`src/rtl/door_controller.sv`:
```
// door_controller: elevator car door sequencer.
// Four-state door FSM (CLOSED, OPENING, OPEN, CLOSING) with a travel
// position counter and a dwell timer. Every output decodes from registered
// state, so no input reaches an output combinationally.
// Optional build macro DOOR_NUDGE_EN: a persistent obstruction in OPEN
// forces a close (NUDGE) once NUDGE_CYCLES consecutive cycles have elapsed.
module door_controller #(
  parameter int MOVE_CYCLES  = 16,
  parameter int DWELL_CYCLES = 64,
  parameter int NUDGE_CYCLES = 255,
  parameter int CNT_W        = 8
) (
  input  logic       clk,
  input  logic       rst,
  input  logic       OPEN_REQ,
  input  logic       CLOSE_REQ,
  input  logic       OBSTRUCT,
  input  logic       WEIGHT_STATUS,
  output logic       MOTOR_OPEN,
  output logic       MOTOR_CLOSE,
  output logic       DOOR_STATUS,
  output logic       DOOR_CLOSED,
  output logic [1:0] DOOR_STATE,
  output logic       NUDGE
);

  typedef enum logic [1:0] {
    ST_CLOSED  = 2'b00,
    ST_OPENING = 2'b01,
    ST_OPEN    = 2'b10,
    ST_CLOSING = 2'b11
  } state_e;

  // Last OPENING position before the door counts as fully open.
  localparam logic [CNT_W-1:0] MOVE_LAST  = CNT_W'(MOVE_CYCLES - 1);
  // Dwell load value; OPEN lasts DWELL_CYCLES cycles counting down to zero.
  localparam logic [CNT_W-1:0] DWELL_LOAD = CNT_W'(DWELL_CYCLES - 1);
  localparam logic [CNT_W-1:0] CNT_ONE    = CNT_W'(1);

  state_e           state_q, state_d;
  logic [CNT_W-1:0] pos_q, pos_d;
  logic [CNT_W-1:0] dwell_q, dwell_d;
  logic             nudge_q, nudge_d;
  logic             hold;
  logic             reverse;
  logic             nudge_fire;

  // Anything that keeps the door open (or sends a closing door back open).
  assign hold = OPEN_REQ | OBSTRUCT | WEIGHT_STATUS;

  // While a nudge close is in progress the light curtain no longer reverses.
  assign reverse = OPEN_REQ | WEIGHT_STATUS | (OBSTRUCT & ~nudge_q);

`ifdef DOOR_NUDGE_EN
  localparam logic [CNT_W-1:0] NUDGE_LAST = CNT_W'(NUDGE_CYCLES - 1);

  logic [CNT_W-1:0] nudge_cnt_q, nudge_cnt_d;

  // The count already covers NUDGE_CYCLES-1 blocked cycles; this is the last.
  assign nudge_fire = (state_q == ST_OPEN) && OBSTRUCT && !WEIGHT_STATUS &&
                      (nudge_cnt_q == NUDGE_LAST);

  // Consecutive blocked OPEN cycles; saturates so it never wraps.
  always_comb begin
    nudge_cnt_d = '0;
    if (state_q == ST_OPEN && OBSTRUCT && !nudge_fire) begin
      nudge_cnt_d = (nudge_cnt_q == NUDGE_LAST) ? nudge_cnt_q : nudge_cnt_q + CNT_ONE;
    end
  end

  // Nudge counter register.
  always_ff @(posedge clk) begin
    if (rst) nudge_cnt_q <= '0;
    else     nudge_cnt_q <= nudge_cnt_d;
  end
`else
  assign nudge_fire = 1'b0;
`endif

  // Next-state and counter updates for the door FSM.
  always_comb begin
    // NOTE: every signal gets a default before the case so no path leaves
    // it unassigned, which would otherwise infer a latch.
    state_d = state_q;
    pos_d   = pos_q;
    dwell_d = dwell_q;
    nudge_d = 1'b0;

    unique case (state_q)
      ST_CLOSED: begin
        if (OPEN_REQ) state_d = ST_OPENING;
      end

      ST_OPENING: begin
        pos_d = pos_q + CNT_ONE;
        if (pos_q == MOVE_LAST) begin
          state_d = ST_OPEN;
          dwell_d = DWELL_LOAD;
        end
      end

      ST_OPEN: begin
        if (nudge_fire) begin
          state_d = ST_CLOSING;
          nudge_d = 1'b1;
        end else if (hold) begin
          dwell_d = DWELL_LOAD;
        end else if (dwell_q == '0 || CLOSE_REQ) begin
          state_d = ST_CLOSING;
        end else begin
          dwell_d = dwell_q - CNT_ONE;
        end
      end

      ST_CLOSING: begin
        if (reverse) begin
          // Reopen from the current position; travel back mirrors the
          // closing cycles already spent.
          state_d = ST_OPENING;
        end else begin
          pos_d = pos_q - CNT_ONE;
          if (pos_q == CNT_ONE) state_d = ST_CLOSED;
          else                  nudge_d = nudge_q;
        end
      end

      default: state_d = ST_CLOSED;
    endcase
  end

  // State and counter registers with synchronous reset.
  always_ff @(posedge clk) begin
    // NOTE: non-blocking assignments so every register samples the values
    // from before this edge, independent of statement order.
    if (rst) begin
      state_q <= ST_CLOSED;
      pos_q   <= '0;
      dwell_q <= '0;
      nudge_q <= 1'b0;
    end else begin
      state_q <= state_d;
      pos_q   <= pos_d;
      dwell_q <= dwell_d;
      nudge_q <= nudge_d;
    end
  end

  assign DOOR_STATE  = state_q;
  assign MOTOR_OPEN  = (state_q == ST_OPENING);
  assign MOTOR_CLOSE = (state_q == ST_CLOSING);
  assign DOOR_STATUS = (state_q != ST_CLOSED);
  assign DOOR_CLOSED = (state_q == ST_CLOSED);
  assign NUDGE       = nudge_q;

endmodule

```
`config.mk`:
```
export PLATFORM = sky130hd
export DESIGN_NAME = door_controller
export DESIGN_NICKNAME = d
export VERILOG_FILES = /design/src/rtl/door_controller.sv
export SDC_FILE = /design/constraint.sdc
export NUM_CORES = 1
export LEC_CHECK = 0
export ABC_AREA = 0
export ABC_CLOCK_PERIOD_IN_PS = 2500
export CAP_MARGIN = 20
export CORE_UTILIZATION = 25
export DETAILED_ROUTE_END_ITERATION = 10
export HOLD_SLACK_MARGIN = 0.08
export SYNTH_ARGS = -nofsm -noshare
export SYNTH_HDL_FRONTEND = slang
export SYNTH_SLANG_ARGS = --single-unit
```
`constraint.sdc`:
```
create_clock -name clk -period 2.5 [get_ports clk]
set_input_delay 0.375 -clock clk [delete_from_list [all_inputs] [get_ports clk]]
set_output_delay 0.375 -clock clk [all_outputs]
set_load 0.01 [all_outputs]
```
==> run_results.csv <==
group,metric,value,unit
routing,wirelength,2520,um
clock_network,cts_resized,0,
sta,post-route-period-util,83.2,%
floorplanning,die_w,70.8,um
grt,grt_max_degree,20,
yosys,yosysSeqAreaShare,30.4,%
floorplanning,rows,24,
yosys,synth-main-ff-cell,"dfxtp_1",
sta,maxSlewHeadroom,54.5,%
clock_network,cts_tree,"built",
pwr,swShare,41.1,%
grt,grt_pass1_wl,4470,um
pwr,internal_power,782,uW
worst_setup_path,r2r_start,"DOOR_STATE[1]$_SDFFE_PP0P_",
sta,grt_setup_unrepaired,"no",
yosys,synth_largest_area_cell,"dfxtp_1",
worst_setup_path,reg2reg_depth,6,
clock_network,cts_buffers,3,
worst_setup_path,cp-end-kind,"output port",
yosys,synth-seq-cells,18,
worst_hold_path,hp-class,"reg2reg",
sta,finClkSkew,0.00301,ns
pwr,p_clk_share,15.4,%
floorplanning,die_area,5020,um^2
yosys,syn_avg_cell_area,8.23,um^2
run_status,outcome,"completed",
yosys,async_flop_share,0,%
floorplanning,die_y,70.8,um
sta,hold_viol_final,0,
routing,wire_per_inst,12.3,um
grt,gr-total-overflow,0,
sta,period_needed,2.08,ns
pwr,peakVddDrop,0.592,mV
grt,antenna_found_initial,0,
yosys,syn_nets,159,
routing,first_pass_iters,4,
clock_network,cts_root_buf,"clkbuf_8",
floorplanning,io_pins,13,
worst_setup_path,crit_required,2.12,ns
yosys,ys_types,42,
worst_setup_path,rr_endpoint,"pos_q[6]$_SDFFE_PP0P_",
yosys,ys_top_cells_by_area,"dfxtp_1 30%, ha_1 9.5%, nor2_1 7.0%, a21oi_1 3.4%, xor2_1 3.0%",
floorplanning,core-area,4440,um^2
yosys,netlist_area,1180,um^2
yosys,synth_top_area_share,30.4,%
pwr,p_switching,546,uW
clock_network,worstSkewPairLatency,0.26,ns
final_layout,area_growth,16.4,%
worst_setup_path,r2r_setup_slack,0.48,ns
pwr,p_leak,0.000475,uW
clock_network,cts.sinks,18,
sta,whs,0.489,ns
worst_setup_path,critPathLaunchType,"register",
worst_hold_path,hold_path_depth,2,
final_layout,nNetsFinal,170,
grt,grt_util_all_layers,11.0,%
routing,via_per_inst,5.07,
grt,grt_pass1_vias,1003,
worst_setup_path,critPathMaxFanout,11,
clock_network,ctsHoldBuffers,0,
yosys,postSynthCellCount,144,
pwr,p_comb_share,52.5,%
routing,drt-initial-drc-count,43,
pwr,p_seq_share,32.1,%
yosys,synth_edf_count,0,
clock_network,cts_setup_buffers,0,
yosys,ys_warn_count,0,
clock_network,clk_pin_slew,0.07,ns
clock_network,clockBufferDepth,2,
clock_network,cts_htree_levels,1,
job,drv.max_cap_violation_count,0,
worst_setup_path,worstSetupPathType,"reg2out",
worst_hold_path,hold_path_startpoint,"dwell_q[7]$_SDFFE_PP0P_",
final_layout,antenna_cells,0,
placed_design,portBuffers,11,
sta,worst_pin_slew,0.681,ns
worst_hold_path,worstHoldEndpoint,"dwell_q[7]$_SDFFE_PP0P_",
worst_setup_path,arrival,1.70,ns
sta,setup_viol,0,
floorplanning,start_util,26.7,%
sta,fmax,481,MHz
pwr,power_density,963,nW/um^2
placed_design,routabilityCongestion,0.833,
sta,tns,0,ns
routing,vias,1040,
routing,drc,0,
final_layout,drive_gt1_share,5.23,%
routing,ant_nets,0,
sta,final_max_slew_viol_count,0,
placed_design,dpl.hpwl,1880,um
==> synth_stat cells, types with 2 or more instances <==
cell type and count:
nand2b_1 5, dfxtp_1 18, a211oi_1 3, ha_1 9, nand3b_1 2, nor3_1 3, xnor2_1 3, a41oi_1 3
a21oi_1 8, nand4b_1 2, nor4_1 4, nor2b_1 2, a311oi_1 3, nand3_1 3, o21ai_0 6, nor3b_1 2
clkbuf_1 3, mux2i_1 2, nor2_1 22, xor2_1 4, and3_1 2, inv_1 8, nand2_1 6, a31oi_1 3
==> registers in the layout, summed over array words and instances, names as in the netlist <==
register	cells
dwell_q	8
DOOR_STATE	2
pos_q	8
==> cells in the final DEF (no fill, tap or decap), types with 2 or more instances in the layout <==
cell             netlist  final
a211oi_1               3      3
a21oi_1                8      8
a311oi_1               3      3
a31oi_1                3      3
a41oi_1                3      3
and3_1                 2      2
clkbuf_8               0      3
clkdlybuf4s50_1        0     11
dfxtp_1               18     18
ha_1                   9      9
inv_1                  8      8
mux2i_1                2      2
nand2_1                6      6
nand2b_1               5      5
nand3_1                3      3
nand3b_1               2      2
nand4b_1               2      2
nor2_1                22     22
nor2b_1                2      2
nor3_1                 3      3
nor3b_1                2      2
nor4_1                 4      4
o21ai_0                6      6
xnor2_1                3      3
xor2_1                 4      4
==> cell families after synthesis <==
group,after synthesis,synth area share [%]
compound gates,34,20.2
flops,18,30.4
simple gates,60,28.3
fa+ha+maj,9,9.50
other cells,1,0.316
mux,2,1.69
xor+xnor,7,5.17
buf+inv,13,4.44
==> routing by layer <==
metal | wire, um | vias up | track usage, %
met1 | 1220 | 475 | 14.5
met3 | 85 | 5 | 1.71
met4 | 36 | 0 | 4.00
li1 | - | 539 | -
met5 | 0 | - | 0
met2 | 1170 | 21 | 18.2
==> critical path, stage by stage (launching register included) <==
cell             delay, ns
dfxtp_1               0.43
ha_1                  0.41
clkdlybuf4s50_1       0.61
==> power by group through the flow <==
stage / Sequential (uW) / Combinational (uW) / Clock (uW)
CTS: 425 / 698 / 205
global placement: 433 / 696 / 0
global route: 441 / 784 / 216
detailed placement: 431 / 691 / 0
finish: 426 / 698 / 204
floorplan: 420 / 488 / 0
==> per-stage QoR <==
stage	instances	utilization [%]	setup WS (ns)	cell area (um^2)	power, uW
floorplan	144	-	0.576	1180	908
global placement	202	30.1	0.291	1340	1130
detailed placement	202	30.1	0.280	1340	1120
CTS	205	31.0	0.406	1380	1330
global route	205	31.0	0.264	1380	1440
finish	205	31.0	0.421	1380	1330
==> area by class of cell <==
cell class | count | area [um^2]
inverter | 8 | 30.0
tap | 52 | 65.1
fill | 480 | 3070
clock buffer | 3 | 41.3
timing repair buffer | 11 | 110
multi-input combinational | 113 | 772
sequential | 18 | 360
==> how the worst max path moves through the flow <==
stage                     slack, ns                    endpoint                        from
after CTS                      0.41                 MOTOR_CLOSE  DOOR_STATE[1]$_SDFFE_PP0P_
after global routing           0.26       pos_q[7]$_SDFFE_PP0P_  DOOR_STATE[1]$_SDFFE_PP0P_
final                          0.42                 MOTOR_CLOSE  DOOR_STATE[1]$_SDFFE_PP0P_
after global placement         0.29  DOOR_STATE[0]$_SDFFE_PP0P_                    OPEN_REQ
after floorplan                0.58       pos_q[6]$_SDFFE_PP0P_  DOOR_STATE[1]$_SDFFE_PP0P_
after detailed placement       0.28     dwell_q[5]$_SDFFE_PP0P_                    OPEN_REQ
No activity file was read; power rests on OpenSTA's default activity.
